===== config.mk =====
export PLATFORM = sky130hd
export DESIGN_NAME = instruction_fetch_sequencer
export DESIGN_NICKNAME = d
export VERILOG_FILES = /design/src/rtl/instruction_fetch_sequencer_pkg.sv /design/src/rtl/instruction_fetch_sequencer_fetch_skid_buffer.sv /design/src/rtl/instruction_fetch_sequencer.sv
export SDC_FILE = /design/constraint.sdc
export NUM_CORES = 1
export LEC_CHECK = 0
export ABC_AREA = 1
export CAP_MARGIN = 10
export CORE_AREA = 5 5 98 100
export CTS_CLUSTER_DIAMETER = 80
export DETAILED_ROUTE_END_ITERATION = 16
export DIE_AREA = 0 0 103 105
export PLACE_DENSITY_LB_ADDON = 0.08
export SYNTH_ARGS = -nofsm -noshare
export SYNTH_HDL_FRONTEND = slang
export SYNTH_SLANG_ARGS = --single-unit

===== constraint.sdc =====
create_clock -name clk -period 5.61 [get_ports clk]
set_input_delay 1.122 -clock clk [delete_from_list [all_inputs] [get_ports clk]]
set_output_delay 1.122 -clock clk [all_outputs]
set_load 0.03 [all_outputs]

===== src/rtl/instruction_fetch_sequencer_pkg.sv =====
// Shared types and constants for the instruction fetch sequencer and its queue.
package instruction_fetch_sequencer_pkg;

  typedef enum logic [1:0] {
    IDLE  = 2'd0,
    REQ   = 2'd1,
    DRAIN = 2'd2
  } fetch_state_e;

  localparam logic [1:0] QUEUE_DEPTH = 2'd2;

endpackage


===== src/rtl/instruction_fetch_sequencer_fetch_skid_buffer.sv =====
// Two-entry registered FIFO between the fetch engine and decode; slot 0 is the head.
module fetch_skid_buffer
  import instruction_fetch_sequencer_pkg::*;
#(
  parameter int Width = 39
) (
  input  logic             clk,
  input  logic             rst_n,
  input  logic             en,
  input  logic             flush,
  input  logic             push,
  input  logic [Width-1:0] push_data,
  input  logic             pop,
  output logic             valid,
  output logic [Width-1:0] head_data,
  output logic [1:0]       count
);

  logic [Width-1:0] slot_q [2];
  logic [Width-1:0] slot_d [2];
  logic [1:0]       count_q, count_d;
  logic             pop_eff;

  assign pop_eff = pop && (count_q != 2'd0);

  always_comb begin
    slot_d[0] = slot_q[0];
    slot_d[1] = slot_q[1];
    count_d   = count_q;
    if (flush) begin
      // Flush wins over push; a same-cycle pop of the head has already been taken by decode.
      count_d = 2'd0;
    end else begin
      case ({push, pop_eff})
        2'b01: begin
          slot_d[0] = slot_q[1];
          count_d   = count_q - 2'd1;
        end
        2'b10: begin
          if (count_q == 2'd0) slot_d[0] = push_data;
          else                 slot_d[1] = push_data;
          count_d = count_q + 2'd1;
        end
        2'b11: begin
          if (count_q == 2'd1) begin
            slot_d[0] = push_data;
          end else begin
            slot_d[0] = slot_q[1];
            slot_d[1] = push_data;
          end
        end
        default: ;
      endcase
    end
  end

  always_ff @(posedge clk or negedge rst_n) begin
    if (!rst_n) begin
      slot_q[0] <= '0;
      slot_q[1] <= '0;
      count_q   <= 2'd0;
    end else if (en) begin
      slot_q[0] <= slot_d[0];
      slot_q[1] <= slot_d[1];
      count_q   <= count_d;
    end
  end

  assign valid     = (count_q != 2'd0);
  assign head_data = slot_q[0];
  assign count     = count_q;

endmodule


===== src/rtl/instruction_fetch_sequencer.sv =====
// PC register, request FSM and free-slot logic feeding the decode-side fetch queue.
module instruction_fetch_sequencer
  import instruction_fetch_sequencer_pkg::*;
#(
  parameter int                AddrBits    = 7,
  parameter int                InstrBits   = 32,
  parameter logic [AddrBits-1:0] ResetVector = '0
) (
  input  logic                 clk,
  input  logic                 rst_n,
  input  logic                 clock_enable,
  input  logic                 branch_valid,
  input  logic [AddrBits-1:0]  branch_address,
  input  logic                 halt,
  output logic                 imem_req,
  output logic [AddrBits-1:0]  imem_addr,
  input  logic                 imem_ack,
  input  logic [InstrBits-1:0] imem_data,
  output logic                 fetch_valid,
  input  logic                 fetch_ready,
  output logic [AddrBits-1:0]  fetch_pc,
  output logic [InstrBits-1:0] fetch_instr,
  output logic                 busy
);

  fetch_state_e        state_q, state_d;
  logic [AddrBits-1:0] pc_q, pc_d;
  logic [AddrBits-1:0] addr_q, addr_d;
  logic                req_q, req_d;
  logic [1:0]          count;
  logic                push, pop, room_after;

  assign pop  = fetch_valid && fetch_ready;
  assign push = (state_q == REQ) && imem_ack && !branch_valid;
  // A redirect flushes the queue, so both slots are free for the new path.
  assign room_after = branch_valid || ((count + 2'd1 - {1'b0, pop}) < QUEUE_DEPTH);

  always_comb begin
    state_d = state_q;
    pc_d    = pc_q;
    if (state_q == REQ && imem_ack) pc_d = pc_q + 1'b1;
    if (branch_valid)               pc_d = branch_address;
    case (state_q)
      IDLE: begin
        if (!halt && (branch_valid || count < QUEUE_DEPTH)) state_d = REQ;
      end
      REQ: begin
        if (imem_ack)          state_d = (!halt && room_after) ? REQ : IDLE;
        else if (branch_valid) state_d = DRAIN;
      end
      DRAIN: begin
        if (imem_ack) state_d = halt ? IDLE : REQ;
      end
      default: state_d = IDLE;
    endcase
    req_d  = (state_d != IDLE);
    // A request that is still waiting (REQ or DRAIN) keeps its address.
    addr_d = (state_d == REQ) ? pc_d : addr_q;
  end

  always_ff @(posedge clk or negedge rst_n) begin
    if (!rst_n) begin
      state_q <= IDLE;
      pc_q    <= ResetVector;
      addr_q  <= ResetVector;
      req_q   <= 1'b0;
    end else if (clock_enable) begin
      state_q <= state_d;
      pc_q    <= pc_d;
      addr_q  <= addr_d;
      req_q   <= req_d;
    end
  end

  fetch_skid_buffer #(
    .Width(AddrBits + InstrBits)
  ) u_queue (
    .clk      (clk),
    .rst_n    (rst_n),
    .en       (clock_enable),
    .flush    (branch_valid),
    .push     (push),
    .push_data({addr_q, imem_data}),
    .pop      (fetch_ready),
    .valid    (fetch_valid),
    .head_data({fetch_pc, fetch_instr}),
    .count    (count)
  );

  assign imem_req  = req_q;
  assign imem_addr = addr_q;
  assign busy      = req_q | fetch_valid;

endmodule


After elaboration in Yosys (flattened, before gate mapping)

Cells that the tools add are included.

Flip-flop bits (word level): 97
Input bits: 46
Output and inout port bits: 49
Logic and storage cells: 62

Add/sub/neg operators: 4
$lt $le $gt $ge: 2
Equal/unequal tests: 10
Mux-type cells: 17
Bitwise operators: 2
Reduce and logical (&&, ||, !) cells: 20

Operator list:

| cell                                                 | number |
|---|---|
| two-way mux 39 bit                                   | 4 |
| case mux 39 bit (3 select lines)                     | 1 |
| case mux 39 bit (2 select lines)                     | 1 |
| two-way mux 7 bit                                    | 2 |
| two-way mux 2 bit                                    | 5 |
| equality test 2 x 1 -> 1 bit (second input constant) | 4 |
| adder 7 x 1 -> 7 bit (second input constant)         | 1 |
| equality test 2 bit (second input constant)          | 3 |
| case mux 2 bit (3 select lines)                      | 1 |
| nonzero test 2 bit                                   | 3 |
| nonzero test 3 bit                                   | 2 |
| logical AND 1 bit                                    | 5 |
| AND reduction 5 bit                                  | 1 |
| logical NOT 2 bit                                    | 2 |
| less-than comparator 2 bit (second input constant)   | 2 |
| != test 2 bit (second input constant)                | 2 |
| case mux 2 bit (2 select lines)                      | 1 |
| AND reduction 2 bit                                  | 2 |
| AND reduction 4 bit                                  | 1 |
| adder 2 x 1 -> 2 bit (second input constant)         | 1 |
| logical NOT 1 bit                                    | 2 |
| logical OR 1 bit                                     | 2 |
| two-way mux 1 bit                                    | 2 |
| != test 2 x 1 -> 1 bit (second input constant)       | 1 |
| 4 further kinds                                      | 4 |

Longest topological paths before layout

Word-level depth: 11
Mapped depth: 13
Mapped depth without buffers: 13

Hierarchy

From an unflattened synthesis, not the netlist that was laid out.

Cell total of the unflattened synthesis: 856
Area total of the unflattened synthesis: 5,861.9 µm²

Modules (own cells, without submodules):

| module                      | times used | cells an instance | area an instance (µm²) | sequential area each (µm²) |
|---|---|---|---|---|
| fetch_skid_buffer           | 1          | 709               | 4,778.3                | 2,001.9 |
| instruction_fetch_sequencer | 1          | 147               | 1,083.5                | 425.4 |

Least setup slack after synthesis

OpenSTA, ideal clock, no wires.

Path type: register -> output
Start: register u_queue.count_q[0] (netlist: u_queue.count[0])
End: output port busy
Arrival time: 1.251 ns
Data required time: 4.488 ns
Setup slack: 3.237 ns
Stages on the path, launching flop included: 5
Path buffers: 0
Cells stage by stage: dfrtp_1 > inv_1 > ha_1 > inv_1 > or2_2

Longest elaborated chain between the ends: 2

Ends and longest elaborated chain:

| what                     | RTL line                                            | source |
|---|---|---|
| start: declaration       | instruction_fetch_sequencer_fetch_skid_buffer.sv:21 | `logic [1:0] count_q, count_d;` |
| start signal: assignment | instruction_fetch_sequencer_fetch_skid_buffer.sv:65 | `count_q <= count_d;` |
| nonzero test 2 bit       | instruction_fetch_sequencer_fetch_skid_buffer.sv:69 | `assign valid = (count_q != 2'd0);` |
| net fetch_valid          | instruction_fetch_sequencer.sv:19                   | `output logic fetch_valid,` |
| bitwise OR 1 bit         | instruction_fetch_sequencer.sv:92                   | `assign busy = req_q \| fetch_valid;` |
| end: declaration         | instruction_fetch_sequencer.sv:23                   | `output logic busy` |

The timed path passes the listed nets, and every way through them passes these cells.

Final worst setup path

Start: input port clock_enable
End: register u_queue.slot_q, in the netlist u_queue.head_data[17]

Longest elaborated chain between the ends: 1

Ends and longest elaborated chain:

| what                          | RTL line                                            | source |
|---|---|---|
| start: declaration            | instruction_fetch_sequencer.sv:11                   | `input logic clock_enable,` |
| AND reduction 4 bit (no line) | n/a                                                 |  |
| end: declaration              | instruction_fetch_sequencer_fetch_skid_buffer.sv:19 | `logic [Width-1:0] slot_q [2];` |

Every way passes these cells.
A chain may end at the register's enable or synchronous reset.

==> impl_metrics.toml <==
[power_and_ir_drop]
power_frac_comb_pct = 45.3
power.switching_mw = 1.198
p_per_area_nw_per_um2 = 541.4
p_int_mw = 1.834
switching_share_pct = 39.52
p_leak_nw = 2.519
max-vdd-ir-drop_uv = 241.0
seqPwrFrac_pct = 39.5
p_clk_share_pct = 15.2

[yosys]
synth_xor_area_share_pct = 0
yosys_warnings = 0
yosys-top-cells-area = "dfrtp_1 52%, nand2_1 11%, buf_4 7.2%"
synth_top_area_share_pct = 51.54
synth.avg_cell_area_um2 = 9.419
synthesis.nets = 549
synth_cell_types = 28
synth_compound_area_share_pct = 8.183
yosys.area_share.simple_pct = 18.33
yosysSeqAreaShare_pct = 51.54
muxShareOfSynthArea_pct = 10.12
synth_top_cell_by_area = "dfrtp_1"
yosys_register_bits = 97
synth_top_family_by_area = "simple AND/OR/NAND/NOR gates"
syn_area_um2 = 4710
netlist_instances = 500
synth_adder_area_share_pct = 0.7970

[sta]
max_clock_freq_mhz = 286.5
worstMarginPinSlew_ns = 1.077
clock_skew_ns = 0.01584
finalHoldViolCount = 0
slew_violations = 0
setup_tns_ns = 0
relSlewSlack_pct = 27.97
fin_crit_ns = 3.490
timing.hold.ws_ns = 0.5119
rsz0062_at_grt = "false"
layout_setup_ws_ns = 2.120
post-route-period-util_pct = 62.21
setup_viol = 0

[place]
place_ws_ns = 1.706
place_area_um2 = 5371
dp_hpwl_um = 6577
gp_congestion = 0.7828
port_buffers = 94

[setup_path]
required_ns = 5.88
rrSetupSlack_ns = 3.02
cp.arrival_ns = 3.76
worstSetupEndpointType = "register"
cp-start-kind = "input pin"
critical_path.top_delay_family = "buffers and inverters"
r2r_end = "u_queue.slot_q[8]$_DFFE_PN0P_"
cpMaxStageDelayCell = "clkdlybuf4s50_1"
worstSetupPathType = "in2reg"
worst-path-max-fanout = 49
max_stage_delay_ns = 1.02
path_buf_inv = 2
r2r-start = "u_queue.count[0]$_DFFE_PN0P_"
rr_worst_depth = 8
crit_chain = "clkdlybuf4s50_1, nand2_2, a21oi_4, buf_4, nor2_1, a31oi_1"

[global_routing]
grt_pass1_wl_um = 16610
grt_usage_pct = 19.12
gr-total-overflow = 0
antenna_found_initial = 0
grt_pass1_vias = 3487
grt_max_degree = 56

[min_path]
hold_end = "u_queue.slot_q[5]$_DFFE_PN0P_"
hold_depth = 1
hp-class = "reg2reg"
worstHoldStart = "u_queue.slot_q[5]$_DFFE_PN0P_"

[finish]
final_common_cell = "nand2_1"
final_util_pct = 65.17
drive_gt1_share_pct = 12.52
antennaDiodeCount = 0
fin_nets = 595
syn2layout_area_growth_pct = 18.92
final_area_um2 = 5600
final_cell_mix = "140 x nand2_1, 97 x dfrtp_1, 93 x clkdlybuf4s50_1, 44 x nor2_1, 41 x a31oi_1"

[cts]
cts_hold_buf = 0
cts_buffers = 9
cts_sinks = 97
cts_tree = "built"
cts_setup_buffers = 0
cts.htree.levels = 3
root_buffer = "clkbuf_8"
insertion_delay_ns = 0.36
ctsResizeCount = 0
clk_path_buf_depth = 2
path_clk_slew_ns = 0.10

[flow_run]
maxCapViolations = 0

[detailed_routing]
via_per_inst = 5.219
antenna_left = 0
wl_per_cell_um = 14.72
drtIter0Drc = 125
vias = 3439
wirelength_um = 9702
remaining_drc_errors = 0
dr.pass1.iters = 4

[outcome]
status = "complete, no violations"

[floorplanning]
dieArea_um2 = 10820
die-width_um = 103
ios = 95
die_y_um = 105
start_util_pct = 54.80
fp-row-count = 34
coreArea_um2 = 8593
cell usage after synthesis:
library cell and n:
buf_6 2, mux2_4 10, nand2_2 2, nand4_1 1
o21a_1 1, buf_8 1, o211ai_1 1, nor3_2 1
nand2_1 141, nor2_1 44, inv_1 19, a21oi_2 1
clkbuf_1 4, a21oi_1 5, ha_1 3, nand3_4 1
buf_1 1, inv_2 1, a31oi_1 41, mux2_2 29
dfrtp_1 97, nand3_1 20, o21ai_0 16, buf_4 45
nor3_1 1, nor2_4 1, buf_2 10, or2_2 1
cell type report:
class / count / area [µm²]
inverters: 20 / 75.07
clock inverters: 7 / 77.57
well taps: 108 / 135.1
clock buffers: 9 / 123.9
multi-input cells: 320 / 1773
fillers: 690 / 2993
flip-flops and latches: 97 / 2427
repair buffers: 98 / 988.4
cell families after synthesis:
logic type	after synthesis
flops	97
compound gates	65
simple gates	213
mux	39
buf+inv	83
fa+ha+maj	3
metrics by stage:
stage	cells	power [mW]
finish	659	3.032
CTS	658	3.059
detailed placement	642	2.597
global route	659	3.237
global placement	642	2.553
floorplan	500	2.252
worst max-delay path by stage:
stage / slack [ns] / depth (start not counted) / from / to
2_1_floorplan: 3.24 / 4 / u_queue.count[0]$_DFFE_PN0P_ / busy
3_3_place_gp: 1.76 / 5 / clock_enable / u_queue.slot_q[28]$_DFFE_PN0P_
3_5_place_dp: 1.71 / 8 / branch_valid / u_queue.head_data[4]$_DFFE_PN0P_
4_1_cts: 2.10 / 8 / branch_valid / u_queue.head_data[4]$_DFFE_PN0P_
5_1_grt: 1.87 / 6 / clock_enable / u_queue.head_data[14]$_DFFE_PN0P_
6_report: 2.12 / 6 / clock_enable / u_queue.head_data[17]$_DFFE_PN0P_
worst reg2reg max path: stages (launching register included):
cell and delay, ns:
dfrtp_1 0.41, inv_1 0.09, ha_1 0.24, inv_1 0.17
nand2_2 0.12, inv_1 0.09, nand3_1 0.12, nand2_2 0.80
mux2_2 0.44
flip-flops by register name, summed over array words and instances (netlist names):
name               cells
u_queue.head_data     39
state_q                2
u_queue.slot_q        39
imem_req               1
imem_addr              7
u_queue.count          2
pc_q                   7
layer usage:
layer | track usage, % | up-vias | wire, µm
li1 | - | 1699 | -
met1 | 25.98 | 1657 | 4163
met2 | 30.80 | 75 | 4925
met3 | 4.330 | 8 | 543
met4 | 5.088 | 0 | 69
met5 | 0 | - | 0
power groups by stage:
stage / clock network, mW / registers (mW) / logic (mW)
floorplan: 0 / 1.21 / 1.04
global placement: 0 / 1.20 / 1.35
detailed placement: 0 / 1.22 / 1.38
CTS: 0.472 / 1.20 / 1.39
global route: 0.507 / 1.24 / 1.49
finish: 0.460 / 1.20 / 1.37
Power figures use the tool's default switching activity.
